$ cat src/rtl/ten_gig_eth_pcs_pma_sync_pkg.sv
// Shared constants and helpers for the PCS/PMA status-bit synchroniser.
// Edge-pulse generation is enabled by defining TEN_GIG_ETH_PCS_PMA_SYNC_EDGE_EN.
package ten_gig_eth_pcs_pma_sync_pkg;

    localparam int SYNC_MIN_STAGES   = 2;
    localparam int FILTER_MIN_CYCLES = 1;

    function automatic int clog2(input int value);
        int r;
        r = 0;
        for (int v = value - 1; v > 0; v = v >> 1)
            r++;
        return r;
    endfunction

    // A filter of one cycle still needs a 1-bit counter to keep the logic uniform.
    function automatic int cnt_width(input int cycles);
        return (clog2(cycles) < 1) ? 1 : clog2(cycles);
    endfunction

endpackage

$ cat src/rtl/ten_gig_eth_pcs_pma_sync_filter_ch.sv
// One channel: ASYNC_REG synchroniser chain, consecutive-cycle stability filter
// and optional rise/fall pulses (TEN_GIG_ETH_PCS_PMA_SYNC_EDGE_EN).
module ten_gig_eth_pcs_pma_sync_filter_ch
    import ten_gig_eth_pcs_pma_sync_pkg::*;
#(
    parameter int   N     = 3,
    parameter int   F     = 8,
    parameter logic R_VAL = 1'b0
) (
    input  logic clk,
    input  logic rst,
    input  logic d,
    output logic q,
    output logic rise,
    output logic fall
);

    localparam int             CW      = cnt_width(F);
    localparam logic [CW-1:0]  CNT_MAX = CW'(F - 1);

    (* ASYNC_REG = "TRUE", shreg_extract = "no" *) logic [N-1:0] sync_q;
    logic          s;
    logic          filt;
    logic [CW-1:0] cnt;
    logic          accept;

    always_ff @(posedge clk or posedge rst) begin
        if (rst) sync_q <= {N{R_VAL}};
        else     sync_q <= {sync_q[N-2:0], d};
    end

    assign s      = sync_q[N-1];
    assign accept = (s != filt) && (cnt == CNT_MAX);

    // Any matching cycle discards a partial count, so only an unbroken run is accepted.
    always_ff @(posedge clk or posedge rst) begin
        if (rst) begin
            filt <= R_VAL;
            cnt  <= '0;
        end else if (s == filt) begin
            cnt  <= '0;
        end else if (accept) begin
            filt <= s;
            cnt  <= '0;
        end else begin
            cnt  <= cnt + CW'(1);
        end
    end

    assign q = filt;

`ifdef TEN_GIG_ETH_PCS_PMA_SYNC_EDGE_EN
    // Pulses load on the same edge as filt, so they line up with the new data_out.
    always_ff @(posedge clk or posedge rst) begin
        if (rst) begin
            rise <= 1'b0;
            fall <= 1'b0;
        end else begin
            rise <= accept & s;
            fall <= accept & ~s;
        end
    end
`else
    assign rise = 1'b0;
    assign fall = 1'b0;
`endif

endmodule

$ cat src/rtl/ten_gig_eth_pcs_pma_sync_filter.sv
// Multi-channel synchroniser + glitch filter for asynchronous PMA status pins.
// Define TEN_GIG_ETH_PCS_PMA_SYNC_EDGE_EN to generate rise/fall pulses (else tied 0).
module ten_gig_eth_pcs_pma_sync_filter
    import ten_gig_eth_pcs_pma_sync_pkg::*;
#(
    parameter int                 C_WIDTH         = 4,
    parameter int                 C_NUM_SYNC_REGS = 3,
    parameter logic [C_WIDTH-1:0] C_RVAL          = {C_WIDTH{1'b0}},
    parameter int                 C_FILTER_CYCLES = 8
) (
    input  logic               clk,
    input  logic               rst,
    input  logic [C_WIDTH-1:0] data_in,
    output logic [C_WIDTH-1:0] data_out,
    output logic [C_WIDTH-1:0] rise,
    output logic [C_WIDTH-1:0] fall
);

    generate
        if (C_NUM_SYNC_REGS < SYNC_MIN_STAGES) begin : g_bad_sync
            $error("C_NUM_SYNC_REGS must be at least %0d", SYNC_MIN_STAGES);
        end
        if (C_FILTER_CYCLES < FILTER_MIN_CYCLES) begin : g_bad_filt
            $error("C_FILTER_CYCLES must be at least %0d", FILTER_MIN_CYCLES);
        end
    endgenerate

    // Channels are independent; no coherency across bits is attempted.
    for (genvar i = 0; i < C_WIDTH; i++) begin : g_ch
        ten_gig_eth_pcs_pma_sync_filter_ch #(
            .N     (C_NUM_SYNC_REGS),
            .F     (C_FILTER_CYCLES),
            .R_VAL (C_RVAL[i])
        ) u_ch (
            .clk  (clk),
            .rst  (rst),
            .d    (data_in[i]),
            .q    (data_out[i]),
            .rise (rise[i]),
            .fall (fall[i])
        );
    end

endmodule

$ cat config.mk
export PLATFORM = sky130hd
export DESIGN_NAME = ten_gig_eth_pcs_pma_sync_filter
export DESIGN_NICKNAME = d
export VERILOG_FILES = /design/src/rtl/ten_gig_eth_pcs_pma_sync_pkg.sv /design/src/rtl/ten_gig_eth_pcs_pma_sync_filter_ch.sv /design/src/rtl/ten_gig_eth_pcs_pma_sync_filter.sv
export SDC_FILE = /design/constraint.sdc
export NUM_CORES = 1
export LEC_CHECK = 0
export ABC_AREA = 1
export ABC_CLOCK_PERIOD_IN_PS = 2800
export CORE_MARGIN = 2
export CORE_UTILIZATION = 55
export DETAILED_ROUTE_END_ITERATION = 12
export PLACE_DENSITY = 0.82
export SETUP_SLACK_MARGIN = 0.15
export SYNTH_ARGS = -nofsm -noshare
export SYNTH_HDL_FRONTEND = slang
export SYNTH_SLANG_ARGS = --single-unit
$ cat constraint.sdc
create_clock -name clk -period 2.8 [get_ports clk]
set_input_delay 0.42 -clock clk [delete_from_list [all_inputs] [get_ports clk]]
set_output_delay 0.42 -clock clk [all_outputs]
set_load 0.05 [all_outputs]
======== After elaboration in Yosys (flattened, before gate mapping) ========
Index checks and enable logic that the tools add are counted.
operators by class
  divide/modulo/power cells ............... 0
  equality and inequality tests ........... 12
  add/sub/neg operators ................... 4
  multiplexer cells ....................... 8
  shifts and indexed selects .............. 0
  $lt $le $gt $ge ......................... 0
  bitwise logic cells ..................... 4
  reduce and logical (&&, ||, !) cells .... 8
  multipliers ............................. 0
operators with widths
  operator                                                        count
  3-bit 2-to-1 mux                                                8
  3-bit by 1-bit adder with 3-bit output (second input constant)  4
  3-bit equality test (second input constant)                     4
  2-bit AND reduction                                             4
  1-bit equality test                                             4
  1-bit logical AND                                               4
  1-bit != test                                                   4
  1-bit inverter                                                  4
word-level totals
  ROM bits ................................ 0
  bits in latches ......................... 0
  bits in writable memories ............... 0
  register bits after elaboration ......... 28
  input bits .............................. 6
  word-level logic and storage cells ...... 48
  memories kept ........................... 0
  output and inout port bits .............. 12

======== Depth between registers and ports, before layout ========
  depth in word-level cells ............... 4
  gate-level depth with buffers ........... 5
  depth with buffers taken out ............ 5

======== Cells and area by module ========
A second synthesis with hierarchy kept.
second synthesis, totals
  cell total of the unflattened synthesis .. 108
  area, all modules ....................... 1,116.1 µm²
by module, submodules not included
  module                              cells an instance  seq. area each (µm²)  area an instance (µm²)  instances
  ten_gig_eth_pcs_pma_sync_filter_ch  27                 175.2                 279.0                   4

======== Worst setup path after synthesis ========
Ideal clock, no wire load.
  path kind ............................... register to register
  start ................................... register g_ch[3].u_ch.cnt[0]
  end ..................................... register g_ch[3].u_ch.cnt[0]
  period minus slack after synthesis ...... 1.109 ns
  cell stages (with the launch flop) ...... 5
  buffers on the path ..................... 0
  data arrival time ....................... 1.038 ns
  path slack .............................. 1.691 ns
  setup time .............................. 0.071 ns
  data required time ...................... 2.729 ns
  cell sequence ........................... dfrtp_1 ha_1 ha_1 or2_0 nor2_1
between the ends
  longest elaborated chain between the ends .. 4
  elaborated cells between the ends (all ways) .. 5
  classes of those cells .................. add/sub (1); eq/ne (1); mux (2); reduce/logical (1)
ends and longest elaborated chain
  element                                                                         line                                      text
  start: declaration                                                              ten_gig_eth_pcs_pma_sync_filter_ch.sv:24  logic [CW-1:0] cnt;
  start signal: assignment                                                        ten_gig_eth_pcs_pma_sync_filter_ch.sv:46  cnt <= cnt + CW'(1);
  branches (longest 2 deep; another with 3-bit by 1-bit adder with 3-bit output)  --
  3-bit 2-to-1 mux *                                                              ten_gig_eth_pcs_pma_sync_filter_ch.sv:42  end else if (accept) begin
  3-bit 2-to-1 mux *                                                              ten_gig_eth_pcs_pma_sync_filter_ch.sv:40  end else if (s == filt) begin
Every way passes the cells marked *.
A chain may end at the register's enable or synchronous reset.

======== Worst setup path after layout ========
  start ................................... register g_ch[3].u_ch.filt
  end ..................................... output port data_out[3]
RTL lines
  element                   line                                      text
  start: declaration        ten_gig_eth_pcs_pma_sync_filter_ch.sv:23  logic filt;
  start signal: assignment  ten_gig_eth_pcs_pma_sync_filter_ch.sv:43  filt <= s;
  end: declaration          ten_gig_eth_pcs_pma_sync_filter.sv:14     output logic [C_WIDTH-1:0] data_out,
No word-level cell between the ends.

==> flow_summary.ini <==
[sta]
setup_viol = 0
hold_violations = 0
min_period_ps = 1930
slew_viol_final = 0
fin_crit_sh_pct = 69.1
setup-tns-final_ps = 0
max_freq_mhz = 517
rsz0062_at_grt = false
clock_skew_ps = 4.01
fin_ws_ps = 866

[status]
outcome = complete, no violations

[place]
dp_slack_ps = 1210
portBuffers = 9
place.gp.congestion = 0.768
place_inst = 138
dpl.hpwl_um = 976

[clock_network]
clock_sinks = 28
cts_setup_buffers = 0
post_cts_resize_count = 0
postCtsHoldBufs = 0
cts_max_path_buffers = 2
clk_pin_slew_ps = 130
cts_tree = built
cts_inserted_buffers = 3
clock_tree.root_cell = clkbuf_4
clkLatencyLatePin_ps = 310
htree_num_levels = 1

[finish]
fillCellCount = 159
instances_no_fill = 142
syn2layout_area_growth_pct = 9.24
drive_above_1_share_pct = 4.35
finish.net_count = 130
diodes = 0

[logic_synthesis]
synthCells = 106
ys_types = 9
synth_area_sq_um = 1120
ys_ff_latch = 28
avgSynthCellArea_sq_um = 10.6
ys_warn_count = 0
ys_seq_area_share_pct = 62.4

[power]
p_clk_share_pct = 16.4
worst_ir_drop_vdd_mv = 0.564
leakage_nw = 0.643
power_frac_comb_pct = 33.7
power.share.switching_pct = 35.2
cellPowerDensity_nw_per_um2 = 902
p_sw_w = 0.000389
seq_power_share_pct = 49.8
internal_power_w = 0.000718

[worst_setup_path]
required_ps = 2380
cp_slowest_cell = clkdlybuf4s50_1
rrSetupSlack_ps = 1580
crit_type = reg2out
cp.depth = 1
r2r-end = g_ch[2].u_ch.cnt[0]
cp-end-kind = output pin
r2r_cells = 4
arrival_ps = 1510
path_delay_family = buffers and inverters
slowest_delay_ps = 810
start_kind = flip-flop
crit_path_start = g_ch[3].u_ch.q
cp_max_fo = 3
crit_chain = clkdlybuf4s50_1
worstSetupEndpoint = data_out[3]
r2r_start = g_ch[2].u_ch.cnt[0]
path_buf_inv = 1

[floorplanning]
die_h_um = 49.2
core_sq_um = 1940
dieWidth_um = 49.2
dieArea_sq_um = 2420
pin_count = 18
start_util_pct = 57.9
rows = 16

[grt]
grt-ovfl-total = 0
grt_pass1_vias = 603
grt_use_total_pct = 13.2
grt_pass1_wl_mm = 2.37
antenna_found_initial = 0
grt_max_degree = 29

[drt]
drcViolationCount = 0
vias_per_cell = 4.35
ant_nets = 0
drtIter0Drc = 8
num_vias = 618
wire_per_inst_um = 8.67
firstDrtPassIters = 4
drt_wl_total_mm = 1.23

[min_path]
min-delay-start = g_ch[2].u_ch.sync_q[0]
hold_path.class = reg2reg

[flow_run]
maxCapViolCount = 0
[metrics by stage]
step           utilization (%)  hold WS [ps]  cell area, sq um  power, W
6_report                  63.2           363              1230   0.00111
5_1_grt                   63.2           379              1230   0.00120
4_1_cts                   63.2           367              1230   0.00113
3_5_place_dp              61.3           335              1190  0.000942
3_3_place_gp              61.3           332              1190  0.000914
2_1_floorplan                -           331              1150  0.000879
[area by class of cell]
class,instances,area [sq um],share of cell area [%]
Sequential cell,28,701,57.1
Clock buffer,4,36.3,2.96
Inverter,15,56.3,4.59
Timing Repair Buffer,10,97.6,7.95
Multi-Input combinational cell,58,303,24.7
Tap cell,27,33.8,2.75
[Yosys cell counts]
library cell | count | area, sq um
conb_1 | 1 | 3.75
buf_4 | 12 | 90.1
nand2_1 | 22 | 82.6
dfrtp_1 | 28 | 701
ha_1 | 8 | 100
nor2_1 | 12 | 45.0
or2_0 | 4 | 25.0
inv_1 | 15 | 56.3
o21ai_0 | 4 | 20.0
[sequential cells by signal, summed over array words and instances (netlist names)]
signal	flops
g_ch.u_ch.cnt	12
g_ch.u_ch.q	4
g_ch.u_ch.sync_q	12
[power by group through the flow]
| stage | Clock, W | Combinational [W] | Sequential, W |
|---|---|---|---|
| finish | 0.000182 | 0.000373 | 0.000551 |
| global route | 0.000216 | 0.000424 | 0.000565 |
| CTS | 0.000193 | 0.000381 | 0.000554 |
| detailed placement | 0 | 0.000379 | 0.000563 |
| global placement | 0 | 0.000362 | 0.000552 |
| floorplan | 0 | 0.000331 | 0.000548 |
[metal layers]
layer  track usage (%)  routed length [um]
met5                 0                   0
met4              8.57                  27
met3              2.76                  62
met2              21.8                 624
met1              15.4                 516
[how the worst min path moves through the flow]
stage	to	slack, ps	cells past startpoint
after floorplan	g_ch[0].u_ch.sync_q[1]	330	0
after global placement	g_ch[0].u_ch.sync_q[1]	330	0
after detailed placement	g_ch[2].u_ch.sync_q[1]	330	0
after CTS	g_ch[2].u_ch.sync_q[1]	370	0
after global routing	g_ch[2].u_ch.sync_q[1]	380	0
final	g_ch[2].u_ch.sync_q[1]	360	0
[cell families (layout without fill, tap and decap cells)]
group	Yosys count	in the layout	synth area share, %
simple gates	38	38	13.6
flops	28	28	62.4
buf+inv	27	29	13.0
fa+ha+maj	8	8	8.91
compound gates	4	4	1.78
other cells	1	8	0.334
[layout by cell type (no fill, tap or decap)]
master	instances
dfrtp_1	28
nand2_1	22
inv_1	15
nor2_1	12
clkdlybuf4s50_1	9
ha_1	8
conb_1	8
o21ai_0	4
or2_0	4
clkbuf_4	3
clkbuf_8	1
buf_4	1
(Power assumes the default switching activity.)
